==> config.mk <==
export PLATFORM = sky130hd
export DESIGN_NAME = if_fetch_unit
export DESIGN_NICKNAME = d
export VERILOG_FILES = /design/src/rtl/if_fetch_unit.sv
export SDC_FILE = /design/constraint.sdc
export NUM_CORES = 1
export LEC_CHECK = 0
export BUFFER_PORTS_ARGS = -buffer_cell sky130_fd_sc_hd__buf_4
export CAP_MARGIN = 20
export CELL_PAD_IN_SITES_DETAIL_PLACEMENT = 0
export CELL_PAD_IN_SITES_GLOBAL_PLACEMENT = 2
export CORE_MARGIN = 5
export CORE_UTILIZATION = 33
export CTS_BUF_LIST = sky130_fd_sc_hd__clkbuf_4 sky130_fd_sc_hd__clkbuf_8
export DETAILED_ROUTE_END_ITERATION = 7
export PLACE_DENSITY_LB_ADDON = 0.1
export SYNTH_ARGS = -nofsm -noshare
export SYNTH_HDL_FRONTEND = slang
export SYNTH_SLANG_ARGS = --single-unit
==> constraint.sdc <==
create_clock -name clk -period 4.65 [get_ports clk]
set_input_delay 0.6975 -clock clk [delete_from_list [all_inputs] [get_ports clk]]
set_output_delay 0.6975 -clock clk [all_outputs]
set_load 0.02 [all_outputs]
==> src/rtl/if_fetch_unit.sv <==
// Instruction fetch: PC, single-outstanding ibus fetch, in-order prefetch queue feeding IF/ID.
// Latency: grant n -> inst_valid_o n+2. Stops requesting when the queue is full. Hold freezes the head.
module if_fetch_unit #(
   parameter logic [31:0] RESET_PC = 32'h0000_0000,
   parameter int          DEPTH    = 2
) (
   input  logic        clk,
   input  logic        rst,
   input  logic        hold_flag_i,
   input  logic        jump_flag_i,
   input  logic [31:0] jump_addr_i,
   output logic        ibus_req_o,
   output logic [31:0] ibus_addr_o,
   input  logic        ibus_gnt_i,
   input  logic        ibus_rvalid_i,
   input  logic [31:0] ibus_rdata_i,
   output logic        inst_valid_o,
   output logic [31:0] inst_addr_o,
   output logic [31:0] inst_o
);
   localparam int          PW       = $clog2(DEPTH);
   localparam logic [PW:0] FULL     = (PW+1)'(DEPTH);
   localparam logic [31:0] INST_NOP = 32'h0000_0013;

   logic [31:0]   pc_q, pc_d;
   logic [31:0]   faddr_q, faddr_d;
   logic          out_q, out_d;
   logic          drop_q, drop_d;
   logic [PW:0]   count_q, count_d;
   logic [PW-1:0] rd_ptr_q, rd_ptr_d;
   logic [PW-1:0] wr_ptr_q, wr_ptr_d;
   logic [31:0]   addr_mem_q [DEPTH];
   logic [31:0]   data_mem_q [DEPTH];

   logic req, grant, push, pop;
   logic unused_jump_lsb;

   assign unused_jump_lsb = ^jump_addr_i[1:0];

   // Only one request in flight, so count < DEPTH alone guarantees room for its response.
   assign req   = !rst && !out_q && (count_q < FULL) && !jump_flag_i;
   assign grant = req && ibus_gnt_i;
   assign push  = ibus_rvalid_i && !drop_q && !jump_flag_i;
   assign pop   = (count_q != '0) && !hold_flag_i && !jump_flag_i;

   always_comb begin
      pc_d     = pc_q;
      faddr_d  = faddr_q;
      out_d    = out_q;
      drop_d   = drop_q;
      count_d  = count_q;
      rd_ptr_d = rd_ptr_q;
      wr_ptr_d = wr_ptr_q;

      if (grant) begin
         pc_d    = pc_q + 32'd4;
         faddr_d = pc_q;
         out_d   = 1'b1;
      end
      if (ibus_rvalid_i) begin
         out_d  = 1'b0;
         drop_d = 1'b0;
      end
      if (push) wr_ptr_d = wr_ptr_q + 1'b1;
      if (pop)  rd_ptr_d = rd_ptr_q + 1'b1;
      if (push && !pop)      count_d = count_q + 1'b1;
      else if (!push && pop) count_d = count_q - 1'b1;

      // A request still in flight at redirect time returns stale data; mark it for discard.
      if (jump_flag_i) begin
         pc_d     = {jump_addr_i[31:2], 2'b00};
         count_d  = '0;
         rd_ptr_d = '0;
         wr_ptr_d = '0;
         drop_d   = out_q && !ibus_rvalid_i;
      end
   end

   always_ff @(posedge clk) begin
      if (rst) begin
         pc_q     <= RESET_PC;
         faddr_q  <= '0;
         out_q    <= 1'b0;
         drop_q   <= 1'b0;
         count_q  <= '0;
         rd_ptr_q <= '0;
         wr_ptr_q <= '0;
      end else begin
         pc_q     <= pc_d;
         faddr_q  <= faddr_d;
         out_q    <= out_d;
         drop_q   <= drop_d;
         count_q  <= count_d;
         rd_ptr_q <= rd_ptr_d;
         wr_ptr_q <= wr_ptr_d;
      end
   end

   always_ff @(posedge clk) begin
      if (push) begin
         addr_mem_q[wr_ptr_q] <= faddr_q;
         data_mem_q[wr_ptr_q] <= ibus_rdata_i;
      end
   end

   assign ibus_req_o   = req;
   assign ibus_addr_o  = pc_q;
   assign inst_valid_o = (count_q != '0);
   assign inst_addr_o  = inst_valid_o ? addr_mem_q[rd_ptr_q] : 32'h0;
   assign inst_o       = inst_valid_o ? data_mem_q[rd_ptr_q] : INST_NOP;

endmodule

==> out/qor.yml <==
status: "completed"
cts-root-buf: "clkbuf_8"
place_inst: 1115
cts.sinks: 191
h-tree-depth: 4
fin_tns_setup_ns: 0
chipWidth_um: 164
pwr-share-clk: 0.324
crit_path_end: "ibus_req_o"
fin_ws_ns: 1.87
crit_fanout: 66
wl_um: 20300
reg2reg_setup_slack_ns: 2.10
avgRoutedWirePerCell_um: 17.7
syn_area_mm2: 0.00787
critPathKind: "primary input to output port"
row_count: 56
grt_max_degree: 67
die_area_mm2: 0.0270
io_buffers: 161
cts_tree: "yes"
yosysWarnings: 0
cts_resized: 0
synthArstFlopShare: 0
start_kind: "primary input"
reg2reg_from: "count_q[1]$_SDFFE_PP0P_"
ff2ff_path_depth: 4
power_leakage_nw: 3.46
whs_ns: 0.420
synthCells: 673
max_freq_ghz: 0.359
vias: 5589
synth_top_area_cell: "edfxtp_1"
ios: 168
critPathLaunch: "rst"
drc: 0
peakVddDrop_mv: 0.146
relSlewSlack: 0.397
worstSetupEndpointType: "output port"
grt_pass1_wl_um: 30900
fin_nets: 888
post_cts_buffers: 0
avgSynthCellArea_um2: 11.7
gpl.final_weighted_congestion: 0.734
dp_hpwl_um: 13100
insertedDiodeCount: 0
drive_gt1_frac: 0.253
place_ws_ns: 1.67
hp-class: "primary input to register"
rsz0062_at_grt: "no"
ys_seq_area_frac: 0.644
cp_data_arrival_time_ns: 2.09
fin_util: 0.417
ant_nets: 0
ys_ff_latch: 191
period_needed_ns: 2.78
hold_viol: 0
setup_viol: 0
switching_power_mw: 0.852
slew_viol_final: 0
multi_input_area_mm2: 0.00260
drtIter0Drc: 282
combinationalPowerShare: 0.101
layout.cells.non_filler: 1148
antenna_found_initial: 1
synth-main-ff-cell: "edfxtp_1"
design.core.area_mm2: 0.0235
max-clock-path-buffers: 2
synth_top_area_share: 0.473
cap_violations: 0
grt.total_usage: 0.147
first_global_vias: 5520
firstDrtPassIters: 4
synth_edf_count: 124
pwr-share-seq: 0.575
yosys.cell_types.count: 51
initial_core_util: 0.335
via_per_inst: 4.87
die_h_um: 164
synthToLayoutAreaGrowth_pct: 24.4
tightest_slew_ns: 0.905
synth_area_leaders: "edfxtp_1 47%, dfxtp_1 17%, mux2i_1 8.0%"
skew_ns: 0.0154
cts_hold_buf: 0
worstPathRequired_ns: 3.95
clk_latency_ns: 0.45
r2r_end: "ibus_addr_o[21]$_SDFFE_PP0P_"
overflow: 0
p_int_mw: 2.45
swShare: 0.258
final-seq-area_mm2: 0.00507
cts.clk_slew.worst_paths_ns: 0.09
power_density_mw_per_mm2: 337
cts_made_buffers: 17
n_fill_cell: 2242
fin_crit_sh: 0.599
==> area by class of cell <==
cell class | count | share of cell area
repair buffers | 168 | 0.132
clock inverters | 12 | 0.0132
inverters | 9 | 0.00345
well taps | 319 | 0.0408
multi-input cells | 429 | 0.266
clock buffers | 20 | 0.0262
flip-flops and latches | 191 | 0.518
==> worst max-delay path, stage by stage <==
cell and delay (ns):
buf_4 0.59, or2_1 0.48, nor3_1 0.09, buf_4 0.18
==> power groups by stage <==
| stage | logic (mW) | clock network (mW) | registers, mW |
|---|---|---|---|
| 6_report | 0.335 | 1.07 | 1.90 |
| 5_1_grt | 0.367 | 1.18 | 1.90 |
| 4_1_cts | 0.340 | 1.12 | 1.90 |
| 3_5_place_dp | 0.340 | 0 | 1.94 |
| 3_3_place_gp | 0.334 | 0 | 1.94 |
| 2_1_floorplan | 0.166 | 0 | 1.94 |
==> placed cells by master, fill, tap and decap left out, types with 8 or more instances in the layout <==
cell type and n:
inv_1 8, a21oi_1 40, nand4_1 11, dfxtp_1 66, clkbuf_8 17, nor2_1 81, mux2i_1 63, or3_1 8
nand3_1 11, buf_4 166, a31oi_1 9, edfxtp_1 124, nand2_1 93, nor4_1 11
==> worst min-delay path by stage <==
| stage | from | to | cells past startpoint |
|---|---|---|---|
| after global placement | faddr_q[19]$_SDFFE_PP0P_ | addr_mem_q[0][19]$_DFFE_PP_ | 0 |
| final | ibus_rvalid_i | out_q$_SDFFE_PP0P_ | 2 |
| after global routing | ibus_rdata_i[28] | data_mem_q[0][28]$_DFFE_PP_ | 1 |
| after CTS | ibus_rdata_i[11] | data_mem_q[1][11]$_DFFE_PP_ | 1 |
| after floorplan | faddr_q[10]$_SDFFE_PP0P_ | addr_mem_q[0][10]$_DFFE_PP_ | 0 |
| after detailed placement | faddr_q[20]$_SDFFE_PP0P_ | addr_mem_q[0][20]$_DFFE_PP_ | 0 |
==> Yosys cell counts (all sizes together), types with 2 or more instances <==
master and n:
edfxtp 124, nand2 93, nor2 83, dfxtp 67, mux2i 63, a21oi 40
clkbuf 40, nand3 12, nand4 11, nor4 11, a31oi 9, inv 8
or3 8, or4 8, and2 7, buf 7, xor2 7, a2111oi 6
and3 6, nor3 6, o211ai 6, o31a 6, and4 4, o311ai 4
a211oi 3, a311oi 3, nor2b 3, nor3b 3, o21ai 3, o41a 3
ha 2, o221ai 2, o31ai 2, o41ai 2, xnor2 2
==> metrics by stage <==
stage	power [mW]	area (um^2)
after detailed placement	2.28	9370
after floorplan	2.11	7880
after CTS	3.36	9760
after global routing	3.45	9780
after global placement	2.27	9370
final	3.30	9780
==> flip-flops by register name, indices dropped and copies added (netlist names), named ones only <==
| signal | cells |
|---|---|
| addr_mem_q | 60 |
| count_q | 2 |
| data_mem_q | 64 |
| drop_q | 1 |
| faddr_q | 30 |
| ibus_addr_o | 30 |
| out_q | 1 |
| rd_ptr_q | 1 |
| wr_ptr_q | 1 |
==> layer usage <==
| metal | GRT usage | part of all wire | vias up |
|---|---|---|---|
| met4 | 0.0314 | 0.0082 | 2 |
| met3 | 0.0394 | 0.054 | 14 |
| met2 | 0.247 | 0.49 | 148 |
| met1 | 0.193 | 0.45 | 2683 |
| li1 | - | - | 2742 |
| met5 | 0 | 0.00054 | - |
==> cell families (layout without fill, tap and decap cells) <==
family / after synthesis / after routing / synth area share
compound gates: 93 / 93 / 0.0811
xor+xnor: 9 / 9 / 0.0100
fa+ha+maj: 2 / 2 / 0.00318
buf+inv: 56 / 209 / 0.0291
flops: 191 / 191 / 0.644
mux: 63 / 63 / 0.0802
other cells: 1 / 4 / 0.000477
simple gates: 258 / 258 / 0.152
Power figures use the tool's default switching activity.
